[src/rtl/mac_job_sequencer_pkg.sv]
// Shared types and default sizes for the CFU MAC job sequencer.
// Imported by the interface and the sequencer itself.
package mac_job_sequencer_pkg;

    localparam int IDX_W_DEF     = 8;
    localparam int BUF_DEPTH_DEF = 164;
    localparam int NOUT_W_DEF    = 16;

    typedef enum logic [2:0] {
        IDLE,
        CLEAR,
        RUN,
        WAIT,
        EMIT
    } state_e;

endpackage

[src/rtl/mac_job_sequencer_if.sv]
// Bundle of job, filter-stream, MAC and result signals around the sequencer.
// slave = sequencer view, master = decoder/datapath view.
interface mac_job_sequencer_if
    import mac_job_sequencer_pkg::*;
#(
    parameter int IDX_W  = IDX_W_DEF,
    parameter int NOUT_W = NOUT_W_DEF
);
    logic              cfg_valid;
    logic              cfg_ready;
    logic [IDX_W-1:0]  cfg_base;
    logic [IDX_W-1:0]  cfg_len;
    logic [NOUT_W-1:0] cfg_nout;
    logic              abort;
    logic              flt_valid;
    logic              flt_ready;
    logic [63:0]       flt_data;
    logic              mac_clr;
    logic              mac_step;
    logic [IDX_W-1:0]  mac_idx;
    logic [31:0]       mac_w0;
    logic [31:0]       mac_w1;
    logic [31:0]       mac_acc;
    logic              res_valid;
    logic              res_ready;
    logic [31:0]       res_data;
    logic              res_last;
    logic              busy;
    logic              done;
    logic              err;

    modport slave (
        input  cfg_valid, cfg_base, cfg_len, cfg_nout, abort,
        input  flt_valid, flt_data, mac_acc, res_ready,
        output cfg_ready, flt_ready, mac_clr, mac_step, mac_idx,
        output mac_w0, mac_w1, res_valid, res_data, res_last,
        output busy, done, err
    );

    modport master (
        output cfg_valid, cfg_base, cfg_len, cfg_nout, abort,
        output flt_valid, flt_data, mac_acc, res_ready,
        input  cfg_ready, flt_ready, mac_clr, mac_step, mac_idx,
        input  mac_w0, mac_w1, res_valid, res_data, res_last,
        input  busy, done, err
    );

endinterface

[src/rtl/mac_job_sequencer.sv]
// Runs one MAC job: clear, len steps over the filter stream, capture, emit.
// Repeats per output; done/err are single-cycle pulses.
module mac_job_sequencer
    import mac_job_sequencer_pkg::*;
#(
    parameter int IDX_W     = IDX_W_DEF,
    parameter int BUF_DEPTH = BUF_DEPTH_DEF,
    parameter int NOUT_W    = NOUT_W_DEF
) (
    input logic                clk,
    input logic                reset,
    mac_job_sequencer_if.slave bus
);

    localparam logic [IDX_W+1:0] DEPTH_W = (IDX_W+2)'(BUF_DEPTH);

    state_e            state_q;
    logic [IDX_W-1:0]  base_q, len_q, idx_q, pair_q;
    logic [IDX_W-1:0]  idx_d, pair_d;
    logic [NOUT_W-1:0] nout_q, out_cnt_q, out_cnt_d;
    logic [31:0]       res_data_q;
    logic              done_q, err_q;

    logic              run, emit, accept;
    logic              last_pair, last_out;
    logic              zero_job, over;
    logic [IDX_W+1:0]  end_sum;

    assign run    = (state_q == RUN);
    assign emit   = (state_q == EMIT);
    assign accept = bus.cfg_valid && bus.cfg_ready;

    assign idx_d     = idx_q + IDX_W'(2);
    assign pair_d    = pair_q + IDX_W'(1);
    assign out_cnt_d = out_cnt_q + NOUT_W'(1);
    assign last_pair = (pair_q == len_q - IDX_W'(1));
    assign last_out  = (out_cnt_q == nout_q - NOUT_W'(1));

    // Range check in two extra bits so base + 2*len cannot wrap
    assign end_sum  = {2'b00, bus.cfg_base} + {1'b0, bus.cfg_len, 1'b0};
    assign over     = (end_sum > DEPTH_W);
    assign zero_job = (bus.cfg_len == '0) || (bus.cfg_nout == '0);

    assign bus.cfg_ready = (state_q == IDLE) && !bus.abort;
    assign bus.flt_ready = run;
    assign bus.mac_step  = run && bus.flt_valid;
    assign bus.mac_idx   = run ? idx_q : '0;
    assign bus.mac_w0    = run ? bus.flt_data[31:0] : '0;
    assign bus.mac_w1    = run ? bus.flt_data[63:32] : '0;
    assign bus.mac_clr   = (state_q == CLEAR);
    assign bus.res_valid = emit;
    assign bus.res_last  = emit && last_out;
    assign bus.res_data  = res_data_q;
    assign bus.busy      = (state_q != IDLE);
    assign bus.done      = done_q;
    assign bus.err       = err_q;

    always_ff @(posedge clk or negedge reset) begin
        if (!reset) begin
            state_q    <= IDLE;
            base_q     <= '0;
            len_q      <= '0;
            nout_q     <= '0;
            idx_q      <= '0;
            pair_q     <= '0;
            out_cnt_q  <= '0;
            res_data_q <= '0;
            done_q     <= 1'b0;
            err_q      <= 1'b0;
        end else begin
            done_q <= 1'b0;
            err_q  <= 1'b0;
            if (bus.abort && state_q != IDLE) begin
                state_q <= IDLE;
            end else begin
                unique case (state_q)
                    IDLE: begin
                        if (accept) begin
                            base_q    <= bus.cfg_base;
                            len_q     <= bus.cfg_len;
                            nout_q    <= bus.cfg_nout;
                            out_cnt_q <= '0;
                            if (zero_job)  done_q  <= 1'b1;
                            else if (over) err_q   <= 1'b1;
                            else           state_q <= CLEAR;
                        end
                    end
                    CLEAR: begin
                        idx_q   <= base_q;
                        pair_q  <= '0;
                        state_q <= RUN;
                    end
                    RUN: begin
                        if (bus.flt_valid) begin
                            idx_q  <= idx_d;
                            pair_q <= pair_d;
                            if (last_pair) state_q <= WAIT;
                        end
                    end
                    // Accumulator reflects the final step one cycle later
                    WAIT: begin
                        res_data_q <= bus.mac_acc;
                        state_q    <= EMIT;
                    end
                    EMIT: begin
                        if (bus.res_ready) begin
                            if (last_out) begin
                                state_q <= IDLE;
                                done_q  <= 1'b1;
                            end else begin
                                out_cnt_q <= out_cnt_d;
                                state_q   <= CLEAR;
                            end
                        end
                    end
                    default: state_q <= IDLE;
                endcase
            end
        end
    end

endmodule

[src/flat_wrapper.sv]
// flat-port wrapper written by rule: the top's interface ports become plain ports
module mac_job_sequencer_flat import mac_job_sequencer_pkg::*;
#(
    parameter int IDX_W     = IDX_W_DEF,
    parameter int BUF_DEPTH = BUF_DEPTH_DEF,
    parameter int NOUT_W    = NOUT_W_DEF
)
  (clk, reset, bus_cfg_valid, bus_cfg_base, bus_cfg_len, bus_cfg_nout, bus_abort, bus_flt_valid, bus_flt_data, bus_mac_acc, bus_res_ready, bus_cfg_ready, bus_flt_ready, bus_mac_clr, bus_mac_step, bus_mac_idx, bus_mac_w0, bus_mac_w1, bus_res_valid, bus_res_data, bus_res_last, bus_busy, bus_done, bus_err);
  mac_job_sequencer_if #(.IDX_W(IDX_W), .NOUT_W(NOUT_W)) bus_i ();
  input logic clk;
  input logic reset;
  input wire logic [$bits(bus_i.cfg_valid)-1:0] bus_cfg_valid;
  input wire logic [$bits(bus_i.cfg_base)-1:0] bus_cfg_base;
  input wire logic [$bits(bus_i.cfg_len)-1:0] bus_cfg_len;
  input wire logic [$bits(bus_i.cfg_nout)-1:0] bus_cfg_nout;
  input wire logic [$bits(bus_i.abort)-1:0] bus_abort;
  input wire logic [$bits(bus_i.flt_valid)-1:0] bus_flt_valid;
  input wire logic [$bits(bus_i.flt_data)-1:0] bus_flt_data;
  input wire logic [$bits(bus_i.mac_acc)-1:0] bus_mac_acc;
  input wire logic [$bits(bus_i.res_ready)-1:0] bus_res_ready;
  output wire logic [$bits(bus_i.cfg_ready)-1:0] bus_cfg_ready;
  output wire logic [$bits(bus_i.flt_ready)-1:0] bus_flt_ready;
  output wire logic [$bits(bus_i.mac_clr)-1:0] bus_mac_clr;
  output wire logic [$bits(bus_i.mac_step)-1:0] bus_mac_step;
  output wire logic [$bits(bus_i.mac_idx)-1:0] bus_mac_idx;
  output wire logic [$bits(bus_i.mac_w0)-1:0] bus_mac_w0;
  output wire logic [$bits(bus_i.mac_w1)-1:0] bus_mac_w1;
  output wire logic [$bits(bus_i.res_valid)-1:0] bus_res_valid;
  output wire logic [$bits(bus_i.res_data)-1:0] bus_res_data;
  output wire logic [$bits(bus_i.res_last)-1:0] bus_res_last;
  output wire logic [$bits(bus_i.busy)-1:0] bus_busy;
  output wire logic [$bits(bus_i.done)-1:0] bus_done;
  output wire logic [$bits(bus_i.err)-1:0] bus_err;
  assign bus_i.cfg_valid = bus_cfg_valid;
  assign bus_i.cfg_base = bus_cfg_base;
  assign bus_i.cfg_len = bus_cfg_len;
  assign bus_i.cfg_nout = bus_cfg_nout;
  assign bus_i.abort = bus_abort;
  assign bus_i.flt_valid = bus_flt_valid;
  assign bus_i.flt_data = bus_flt_data;
  assign bus_i.mac_acc = bus_mac_acc;
  assign bus_i.res_ready = bus_res_ready;
  assign bus_cfg_ready = bus_i.cfg_ready;
  assign bus_flt_ready = bus_i.flt_ready;
  assign bus_mac_clr = bus_i.mac_clr;
  assign bus_mac_step = bus_i.mac_step;
  assign bus_mac_idx = bus_i.mac_idx;
  assign bus_mac_w0 = bus_i.mac_w0;
  assign bus_mac_w1 = bus_i.mac_w1;
  assign bus_res_valid = bus_i.res_valid;
  assign bus_res_data = bus_i.res_data;
  assign bus_res_last = bus_i.res_last;
  assign bus_busy = bus_i.busy;
  assign bus_done = bus_i.done;
  assign bus_err = bus_i.err;
  mac_job_sequencer #(.IDX_W(IDX_W), .BUF_DEPTH(BUF_DEPTH), .NOUT_W(NOUT_W)) u_core (.clk(clk), .reset(reset), .bus(bus_i));
endmodule
[config.mk]
export PLATFORM = sky130hd
export DESIGN_NAME = mac_job_sequencer_flat
export DESIGN_NICKNAME = d
export VERILOG_FILES = /design/src/rtl/mac_job_sequencer_pkg.sv /design/src/rtl/mac_job_sequencer_if.sv /design/src/rtl/mac_job_sequencer.sv /design/src/flat_wrapper.sv
export SDC_FILE = /design/constraint.sdc
export NUM_CORES = 1
export LEC_CHECK = 0
export ABC_AREA = 1
export BUFFER_PORTS_ARGS = -buffer_cell sky130_fd_sc_hd__buf_4
export CORE_ASPECT_RATIO = 0.75
export CORE_MARGIN = 1.5
export CORE_UTILIZATION = 45
export DETAILED_ROUTE_END_ITERATION = 7
export PLACE_DENSITY_LB_ADDON = 0.2
export SYNTH_ARGS = -nofsm -noshare
export SYNTH_HDL_FRONTEND = slang
export SYNTH_SLANG_ARGS = --single-unit
export TNS_END_PERCENT = 100
[constraint.sdc]
create_clock -name clk -period 2.29 [get_ports clk]
set_clock_uncertainty 0.15 [all_clocks]
set_input_delay 0.458 -clock clk [delete_from_list [all_inputs] [get_ports clk]]
set_output_delay 0.458 -clock clk [all_outputs]
set_load 0.05 [all_outputs]
* Yosys cells after proc, flatten, opt, wreduce, memory -nomap -nowiden
Cells that the tools add are included.
** Storage, ports and cells
- Flip-flop bits (word level) :: 101
- Bits of input ports :: 134
- Output and inout port bits :: 113
** Cells by class
- Multiplexer cells :: 31
- Equal/unequal tests :: 16
- $add $sub $neg :: 6
- Reductions and logical operators :: 18
- Bitwise gates (word level) :: 1
- $lt $le $gt $ge :: 1
** Operators by type and width (number)
- two-way mux 32 bit :: 2
- two-way mux 16 bit :: 3
- one-hot mux 16 bit (2 select lines) :: 1
- one-hot mux 8 bit (2 select lines) :: 2
- two-way mux 8 bit :: 3
- two-way mux 3 bit :: 7
- adder 16 x 1 -> 16 bit, second input constant :: 1
- equality test 16 bit :: 1
- zero test 16 bit :: 1
- subtractor 16 x 1 -> 16 bit, second input constant :: 1
- != test 3 bit, second input constant :: 5
- one-hot mux 3 bit (5 select lines) :: 1
- two-way mux 1 bit :: 11
- adder 8 x 9 -> 10 bit :: 1
- > comparator 10 x 8 -> 1 bit, second input constant :: 1
- adder 8 x 1 -> 8 bit, second input constant :: 1
- adder 8 x 2 -> 8 bit, second input constant :: 1
- equality test 8 bit :: 1
- zero test 8 bit :: 1
- subtractor 8 x 1 -> 8 bit, second input constant :: 1
- equality test 3 x 2 -> 1 bit, second input constant :: 2
- != test 2 bit, second input constant :: 3
- AND reduction 3 bit :: 2
- AND reduction 6 bit :: 1
- 14 further kinds :: 19

* Depth between registers and ports, before layout
Gate-level depths: netlist (run 1).
- Depth after elaboration :: 7
- Mapped depth :: 16
- Depth with buffers taken out :: 15

* Least setup slack after synthesis (run 1)
Ideal clock, no wire load.
- Path kind :: register -> output
- Start :: reg u_core.state_q[0]
- End :: out bus_mac_idx[0]
- Arrival time :: 2.183 ns
- Required time :: 1.682 ns
- Cell stages (with the launch flop) :: 7
- Setup slack :: -0.501 ns
- Path through :: dfrtp_1 nor3_1 buf_2 inv_1 clkbuf_1 buf_1 nor2_1
** Between the ends
- Longest elaborated chain between the ends :: 2
** RTL lines
- from (decl) :: RTL line mac_job_sequencer.sv:17 : state_e state_q;
- from (signal assigned) :: RTL line mac_job_sequencer.sv:60 : state_q <= IDLE;
- from (signal assigned) :: RTL line mac_job_sequencer.sv:74 : state_q <= IDLE;
- from (signal assigned) :: RTL line mac_job_sequencer.sv:85 : else state_q <= CLEAR;
- equality test 3 x 2 -> 1 bit :: RTL line mac_job_sequencer.sv:29 : assign run = (state_q == RUN);
- named net bus_flt_ready :: RTL line flat_wrapper.sv:22 : output wire logic [$bits(bus_i.flt_ready)-1:0] bus_flt_ready;
- two-way mux 8 bit :: RTL line mac_job_sequencer.sv:47 : assign bus.mac_idx = run ? idx_q : '0;
- to (decl) :: RTL line flat_wrapper.sv:25 : output wire logic [$bits(bus_i.mac_idx)-1:0] bus_mac_idx;
The timed path passes the listed nets, and every way through them passes these cells.

* Worst setup path in the final report (run 1)
- Start :: reg u_core.nout_q[1]
- End :: out bus_res_last
** Between the ends
- Longest elaborated chain between the ends :: 3
** RTL lines
- from (decl) :: RTL line mac_job_sequencer.sv:20 : logic [NOUT_W-1:0] nout_q, out_cnt_q, out_cnt_d;
- from (signal assigned) :: RTL line mac_job_sequencer.sv:81 : nout_q <= bus.cfg_nout;
- subtractor 16 x 1 -> 16 bit :: RTL line mac_job_sequencer.sv:37 : assign last_out = (out_cnt_q == nout_q - NOUT_W'(1));
- equality test 16 bit :: RTL line mac_job_sequencer.sv:37
- logical AND 1 bit :: RTL line mac_job_sequencer.sv:52 : assign bus.res_last = emit && last_out;
- to (decl) :: RTL line flat_wrapper.sv:30 : output wire logic [$bits(bus_i.res_last)-1:0] bus_res_last;
No other way between the ends.

==> results.cfg, run 1 <==
[run_status]
status = finished, violations left
violations = negative setup slack

[clock_network]
clock-root-buffer = clkbuf_16
cts_sinks = 101
clock_latency_ns = 0.35
h-tree-depth = 3
cts_tree = done
clock_path_buffers = 2
path_clk_slew_ns = 0.08
cts_buffers = 9

[die]
die_h_um = 106
die-area_mm2 = 0.0149
io_pins = 247
start_util = 0.463
core_mm2 = 0.0137
row_count = 37
dieWidth_um = 140

[routing]
drt-initial-drc-count = 444
drtPass1Iterations = 5
viasPerCell = 5.08
wl_per_cell_um = 16.1
drc_errors = 0
dr_total_vias = 6905
final_antenna_net_count = 0
wirelength_um = 21900

[logic_synthesis]
syn_area_mm2 = 0.00636
ys_seq_area_frac = 0.397
synth_top_area_frac = 0.397
synth_area_per_cell_um2 = 7.14
synth_edf_count = 0
synth_most_common_cell = nand2_1
syn_inst = 891
synth_fp_nets = 1038
ys_top_cells_by_count = nand2_1 (209), nor2_1 (158), inv_1 (151)
synth.distinct_cells = 38
synth.largest_area_cell = dfrtp_1
synth-async-reset-ratio = 1.00
ys_ff_latch = 101
ys_top_cells_by_area = dfrtp_1 (40%), nand2_1 (12%), nor2_1 (9.3%)
yosys_warnings = 0
synth_ff_type = dfrtp_1

[finish]
syn2layout_area_growth_pct = 63.0
utilization = 0.754
layout.nets = 1326
num_antenna_cells = 0
num-fill-cells = 1017
fin_cells = 1359
drive_gt1_frac = 0.394

[timing]
slew_headroom = 0.682
drv_slew = 0
setup_ws_ns = -0.404
hold_viol = 0
fmax_mhz = 371
worst_pin_slew_ns = 0.477
setup_viol = 25
fin_crit_sh = 1.18
fin_crit_ns = 2.69
rsz0062_at_grt = yes

[worst_setup_path]
critPathMaxFanout = 2
cpMaxStageDelayCell = dfrtp_1
crit_type = flip-flop to output pin
critPathBufInv = 3
cp_data_required_time_ns = 1.68
crit_path_end_kind = output pin
cp-startpoint = u_core.nout_q[1]
startpoint_type = flip-flop
worstPathCellList = inv_2 -> ha_4 -> nand2_1 -> nand2_2 -> nand2_2 -> nor2_2 -> nand2_1 -> nor2_1 -> nand3_1 -> nor2_2 -> nand3_4 -> clkinvlp_4 -> buf_8
r2r-start = u_core.nout_q[1]
max_stage_delay_ns = 0.39
arrival_ns = 2.09
crit_family = simple AND/OR/NAND/NOR gates

[grt]
grt_pass1_vias = 6447
grtUsageTotal = 0.275
grt_max_degree = 56
grt_overflow = 0
grt_pass1_wl_um = 32100
antenna_found_initial = 0

[power]
ir_drop_mv = 0.872
leakagePower_nw = 5.30
power_density_mw_per_mm2 = 1240

[placed_design]
routabilityCongestion = 0.963
dp_cells = 1321
dp_hpwl_um = 15800
portBuffers = 246

[min_path]
hold_path_class = input port to flip-flop
hp-start = bus_res_ready

[run]
max_cap_viol_count = 0
-- where the power goes --
group          internal, W  total (W)  switching, W
combinational      0.00314    0.00842       0.00528
clock             0.000765    0.00153      0.000761
sequential         0.00247    0.00296      0.000497
total              0.00637     0.0129       0.00653
-- cells in the final DEF (no fill, tap or decap), types with 6 or more instances in the layout --
master / instances
dfrtp_1: 99
buf_8: 25
nand3_1: 49
a21oi_1: 19
buf_6: 51
nand4_1: 14
o21ai_0: 35
ha_1: 11
buf_4: 206
clkbuf_16: 14
nor2_2: 13
nor3_1: 12
nor2_4: 77
nor2_1: 75
xor2_1: 26
inv_2: 7
nor4_1: 6
xnor2_1: 8
mux2_2: 32
inv_1: 144
nand2_1: 204
-- through the flow --
| step | setup TNS (ns) | hold WS [ns] | power [W] | cell area [µm²] | worst slack, ns |
|---|---|---|---|---|---|
| after global routing | -4.64 | 0.158 | 0.0136 | 10400 | -0.571 |
| after floorplan | -0.0681 | 0.0124 | 0.00820 | 7040 | -0.0681 |
| after detailed placement | -0.139 | 0.159 | 0.0102 | 9220 | -0.0795 |
| after CTS | -2.04 | 0.136 | 0.0120 | 9800 | -0.399 |
| final | -0.608 | 0.148 | 0.0129 | 10400 | -0.404 |
| after global placement | -0.0352 | 0.160 | 0.0101 | 9220 | -0.0232 |
-- timing repair --
item | 4_1_cts | 5_1_grt
hold buffers | 1 | 0
setup buffers | 11 | 8
cloned | 2 | 8
gates resized for setup | 39 | 104
endpoints found under the hold margin | 10 | 0
endpoints found under the setup margin | 72 | 92
pin swaps | 9 | 16
-- final cells by class --
type	count	area [µm²]	area share
Timing Repair inverter	2	20.0	0.00193
Clock buffer	9	225	0.0217
Inverter	154	602	0.0580
Sequential cell	101	2530	0.244
Tap cell	175	219	0.0211
Multi-Input combinational cell	613	3830	0.370
Timing Repair Buffer	298	2870	0.277
Clock inverter	7	70.1	0.00676
-- flip-flops by register name, indices dropped and copies added, names as in the netlist --
name,flops
u_core.pair_q,8
u_core.out_cnt_q,16
u_core.bus.err,1
u_core.base_q,8
u_core.nout_q,16
u_core.bus.done,1
u_core.idx_q,8
u_core.state_q,3
u_core.bus.res_data,32
u_core.len_q,8
-- logic make-up (layout without fill, tap and decap cells) --
logic type	after synthesis	after routing	synth area share
muxes	32	32	0.0566
AOI/OAI and AO/OA	64	64	0.0539
DFF	101	101	0.397
xor gates and xnor gates	34	34	0.0468
and+or+nand+nor	469	470	0.311
buffers and inverters	178	470	0.108
adders and majority gates	13	13	0.0268
-- worst paths after layout --
check                                    endpoint  slack (ns)  cells after the start
hold reg to reg                  u_core.base_q[6]        0.33                      2
setup / recovery                     bus_res_last       -0.40                     13
setup reg to reg             u_core.out_cnt_q[15]        0.07                     15
max in group asynchronous        u_core.nout_q[5]        0.91                      3
min in group asynchronous  u_core.bus.res_data[4]        0.35                      2
hold / removal                  u_core.state_q[2]        0.15                      2
-- per-layer routing --
metal	global-route usage	share of wire	up-vias
met5	0	0	-
met4	0.0842	0.028	0
met3	0.0631	0.080	43
met2	0.446	0.46	286
met1	0.368	0.44	3232
li1	-	-	3344
Note: power is estimated with default switching activity, not from simulation.
==> inputs of run 2 (changes only) <==
--- a/config.mk
+++ b/config.mk
@@ -7,9 +7,11 @@
 export LEC_CHECK = 0
 export ABC_AREA = 1
 export BUFFER_PORTS_ARGS = -buffer_cell sky130_fd_sc_hd__buf_4
+export CELL_PAD_IN_SITES_DETAIL_PLACEMENT = 0
+export CELL_PAD_IN_SITES_GLOBAL_PLACEMENT = 1
 export CORE_ASPECT_RATIO = 0.75
 export CORE_MARGIN = 1.5
-export CORE_UTILIZATION = 45
+export CORE_UTILIZATION = 31
 export DETAILED_ROUTE_END_ITERATION = 7
 export PLACE_DENSITY_LB_ADDON = 0.2
 export SYNTH_ARGS = -nofsm -noshare
==> run 2 against run 1 <==
Critical endpoint unchanged; die area rose by 44%; first-iteration DRC count fell by 30%; wire length rose by 3.4%; largest power group unchanged; via count fell by 2.8%; the run still ends with negative setup slack left; core utilization fell by 21 points; non-clock buffer count rose by 38; count of clock-buffer cells in the layout rose by 1; flip-flop and latch count did not move; clock power barely moved.
==> results.cfg, run 2 (same netlist as run 1, synthesis figures left out) <==
[run_status]
status = finished, violations left
violations = negative setup slack

[timing]
setup_ws_ns = -0.388
hold_viol = 0
setup_viol = 78
rsz0062_at_grt = yes
fin_crit_sh = 1.17
fin_crit_ns = 2.68
slew_headroom = 0.686
fmax_mhz = 373
setup_tns_ns = -11.15
worst_pin_slew_ns = 0.470
drv_slew = 0

[grt]
grt_pass1_wl_um = 35400
grt_pass1_vias = 6408
grt_overflow = 0
grtUsageTotal = 0.214
antenna_found_initial = 0
grt_max_degree = 52

[die]
start_util = 0.316
core_mm2 = 0.0202
io_pins = 247
die_h_um = 127
row_count = 45
die-area_mm2 = 0.0214
dieWidth_um = 168

[routing]
wl_per_cell_um = 15.3
final_antenna_net_count = 0
drt-initial-drc-count = 310
wirelength_um = 22600
dr_total_vias = 6714
drc_errors = 0
drtPass1Iterations = 5
viasPerCell = 4.54

[power]
power_density_mw_per_mm2 = 1210
comb_power_share = 0.663
ir_drop_mv = 0.684
p_seq_frac = 0.222
switching_share = 0.495
clock_power_share = 0.116
p_int_w = 0.00668
total_power_w = 0.0132
leakagePower_nw = 5.53
p_sw_w = 0.00656

[worst_setup_path]
crit_path_end_kind = output pin
arrival_ns = 2.07
startpoint_type = flip-flop
crit_type = flip-flop to output pin
critPathMaxFanout = 4
cp_data_required_time_ns = 1.68

[placed_design]
dp_cells = 1429
portBuffers = 246
routabilityCongestion = 0.842
dp_hpwl_um = 17900

[finish]
num_antenna_cells = 0
fin_cells = 1478
final_common_cell = buf_4
layout.nets = 1362
syn2layout_area_growth_pct = 71.4
drive_gt1_frac = 0.419
final_cell_mix = buf_4 (230), nand2_1 (202), inv_1 (143), dfrtp_1 (100), nor2_4 (84)
utilization = 0.541
largest_register_ffs = 32

[clock_network]
clock_latency_ns = 0.36
cts_sinks = 101
path_clk_slew_ns = 0.08
clock_path_buffers = 2
cts_buffers = 9
cts_tree = done
clock-root-buffer = clkbuf_16
h-tree-depth = 3

[run]
max_cap_viol_count = 0

[min_path]
hold_path_class = input port to flip-flop
[run 2: cell count changes in the layout (fill, tap and decap cells not counted), sizes merged]
cell	change
buf	+41
inv	-4
clkbuf	-2
clkinv	+2
clkinvlp	-1
[run 2: layer usage]
| layer | part of all wire | track usage | up-vias |
|---|---|---|---|
| met2 | 0.46 | 0.335 | 173 |
| li1 | - | - | 3401 |
| met4 | 0.011 | 0.0504 | 0 |
| met1 | 0.47 | 0.304 | 3125 |
| met3 | 0.059 | 0.0424 | 15 |
| met5 | 0 | 0 | - |
[run 2: layout make-up]
cell class / count / area, µm²
clock buffer: 10 / 239
clock inverter: 6 / 57.6
fill: 1877 / 9260
inverter: 154 / 601
multi-input combinational: 613 / 3920
sequential: 101 / 2530
tap: 258 / 323
timing repair buffer: 336 / 3240
[run 2: critical path: stages, from the launching register on]
cell        delay [ns]
dfrtp_1           0.40
inv_2             0.10
ha_4              0.18
nand2_4           0.07
nor2_4            0.14
nand3_1           0.08
nand2_1           0.06
nand2_1           0.06
nor2_1            0.10
nand2_1           0.09
nor2_4            0.12
nand3_4           0.09
clkinvlp_4        0.08
buf_8             0.13
[run 2: repair_timing]
item | in CTS | in global routing
endpoints found under the setup margin | 86 | 97
gates resized for setup | 82 | 90
cloned | 2 | 3
hold endpoints to repair | 22 | 0
setup buffers | 21 | 12
pin swaps | 20 | 15
hold buffers | 1 | 0
[run 2: per-stage QoR]
| stage | worst slack, ns | hold WS [ns] | area, µm² |
|---|---|---|---|
| after global placement | -0.0827 | 0.260 | 9620 |
| after floorplan | -0.0681 | 0.0124 | 7040 |
| after CTS | -0.447 | 0.129 | 10400 |
| final | -0.388 | 0.144 | 10900 |
| after global routing | -0.563 | 0.136 | 10900 |
| after detailed placement | -0.115 | 0.261 | 9620 |
[run 2: worst paths after layout]
path	start	to	slack [ns]	cells past startpoint
min reg2reg	u_core.base_q[6]	u_core.base_q[6]	0.33	2
min in group asynchronous	reset	u_core.bus.res_data[19]	0.41	2
min	bus_res_ready	u_core.state_q[2]	0.14	2
max	u_core.nout_q[1]	bus_res_last	-0.39	13
max in group asynchronous	reset	u_core.out_cnt_q[7]	1.01	3
max reg2reg	u_core.nout_q[1]	u_core.state_q[0]	-0.18	21
[run 2: power groups by stage]
stage          combinational [W]  clock [W]  sequential (W)
2_1_floorplan            0.00432          0         0.00388
3_3_place_gp             0.00772          0         0.00294
3_5_place_dp             0.00773          0         0.00297
4_1_cts                  0.00827    0.00158         0.00293
5_1_grt                  0.00937    0.00165         0.00304
6_report                 0.00877    0.00153         0.00293
==> inputs of run 3 (changes only) <==
--- a/config.mk
+++ b/config.mk
@@ -14,6 +14,7 @@
 export CORE_UTILIZATION = 31
 export DETAILED_ROUTE_END_ITERATION = 7
 export PLACE_DENSITY_LB_ADDON = 0.2
+export REMOVE_ABC_BUFFERS = 1
 export SYNTH_ARGS = -nofsm -noshare
 export SYNTH_HDL_FRONTEND = slang
 export SYNTH_SLANG_ARGS = --single-unit
==> run 3 against run 2 <==
The flow still finishes with violations (negative setup slack); hold slack improved by 0.018 ns; largest cell class unchanged; first-iteration DRC count increased by 1.3%; wire length increased by 3.7%; via count decreased by 0.67%; final area decreased by 3.8%; sequential power about the same; flip-flop and latch count unchanged; combinational power decreased by 3.1%; critical endpoint unchanged; sequential share of layout area increased by 0.95 points; clock power increased by 7%.
==> results.cfg, run 3 (same netlist as run 1, synthesis figures left out) <==
[run]
max_cap_viol_count = 0

[worst_setup_path]
startpoint_type = flip-flop
arrival_ns = 2.02
cp_data_required_time_ns = 1.68
crit_path_end_kind = output pin
critPathMaxFanout = 4
crit_type = flip-flop to output pin

[die]
dieWidth_um = 168
core_mm2 = 0.0202
io_pins = 247
die_h_um = 127
die-area_mm2 = 0.0214
start_util = 0.316
row_count = 45

[routing]
drtPass1Iterations = 5
wl_per_cell_um = 16.0
wirelength_um = 23400
viasPerCell = 4.57
dr_total_vias = 6669
drt-initial-drc-count = 314
drc_errors = 0
final_antenna_net_count = 0

[finish]
num-fill-cells = 2001
final_area_mm2 = 0.0105
multiInputGateArea_mm2 = 0.00375
area.sequential_mm2 = 0.00253
largest_register_ffs = 32
final_cell_mix = buf_4 (227), nand2_1 (204), inv_1 (146), dfrtp_1 (98), nor2_1 (76)
utilization = 0.520
num_antenna_cells = 0
drive_gt1_frac = 0.403
syn2layout_area_growth_pct = 64.8
final_common_cell = buf_4
layout.nets = 1344

[clock_network]
cts_tree = done
clock_path_buffers = 2
cts_buffers = 9
clock_latency_ns = 0.35
cts_sinks = 101
clock-root-buffer = clkbuf_16
path_clk_slew_ns = 0.08
h-tree-depth = 3

[placed_design]
dpl_cell_area_mm2 = 0.00886
dp_hpwl_um = 18200
routabilityCongestion = 0.811
portBuffers = 246

[grt]
antenna_found_initial = 0
grt_pass1_wl_um = 34900
grt_pass1_vias = 6099
grtUsageTotal = 0.213
grt_overflow = 0
grt_max_degree = 52

[power]
comb_power_share = 0.650
leakagePower_nw = 5.38
switching_share = 0.498
p_int_w = 0.00656
clock_power_share = 0.125
p_sw_w = 0.00651
power_density_mw_per_mm2 = 1250
ir_drop_mv = 0.394
p_seq_frac = 0.225

[timing]
worst_pin_slew_ns = 0.462
fin_crit_sh = 1.15
drv_slew = 0
slew_headroom = 0.692
fmax_mhz = 380
setup_viol = 5
hold_viol = 0
setup_ws_ns = -0.342
rsz0062_at_grt = yes
fin_crit_ns = 2.63

[min_path]
hold_path_class = input port to flip-flop

[run_status]
status = finished, violations left
violations = negative setup slack
==> run 3: cell type report <==
class | count | share of cell area
clock buffer | 9 | 0.0215
timing repair buffer | 318 | 0.284
inverter | 154 | 0.0559
tap | 258 | 0.0308
sequential | 101 | 0.241
clock inverter | 7 | 0.00812
multi-input combinational | 613 | 0.358
==> run 3: what timing repair did <==
action	CTS	global route
endpoints found under the setup margin	91	95
gates cloned	3	6
hold endpoints to repair	25	0
setup buffers	6	5
hold buffers	1	0
pin swaps	11	13
resized for setup	96	184
==> run 3: power by group through the flow <==
stage,Combinational [W],Clock [W],Sequential (W)
floorplan,0.00356,0,0.00386
global placement,0.00697,0,0.00292
detailed placement,0.00698,0,0.00294
CTS,0.00756,0.00169,0.00291
global route,0.00906,0.00177,0.00303
finish,0.00850,0.00163,0.00294
==> run 3: worst paths after layout <==
kind | from | to | slack (ns) | cells past startpoint
max in group asynchronous | reset | u_core.idx_q[4] | 0.95 | 3
hold / removal | bus_res_ready | u_core.state_q[2] | 0.16 | 2
hold reg to reg | u_core.base_q[3] | u_core.base_q[3] | 0.33 | 2
setup / recovery | u_core.nout_q[0] | bus_res_last | -0.34 | 13
setup reg to reg | u_core.state_q[0] | u_core.out_cnt_q[5] | 0.05 | 12
min in group asynchronous | reset | u_core.len_q[5] | 0.43 | 2
==> run 3: metal layers <==
metal | up-vias | track usage | part of all wire
met5 | - | 0 | 0
met4 | 0 | 0.0536 | 0.019
met3 | 24 | 0.0502 | 0.063
met2 | 175 | 0.339 | 0.45
met1 | 3089 | 0.294 | 0.47
li1 | 3381 | - | -
==> run 3: critical path, cell delays in order (launching register included) <==
cell	delay, ns
dfrtp_1	0.39
inv_2	0.09
ha_4	0.17
nand2_4	0.08
nor2_4	0.12
nand2_1	0.06
nand3_1	0.06
nand2_1	0.06
nor2_1	0.09
nand2_1	0.07
nor2_2	0.14
nand3_2	0.11
inv_2	0.08
buf_8	0.14
==> run 3: through the flow <==
stage               cells  power (W)  TNS, ns  hold WS [ns]  setup slack [ns]
global route         1460     0.0139    -4.93         0.159            -0.512
global placement     1424    0.00989   -0.475         0.277            -0.144
detailed placement   1424    0.00992   -0.610         0.278            -0.143
floorplan             867    0.00742  -252.70        0.0124             -2.82
CTS                  1450     0.0122    -1.86         0.148            -0.405
finish               1460     0.0131   -0.467         0.162            -0.342
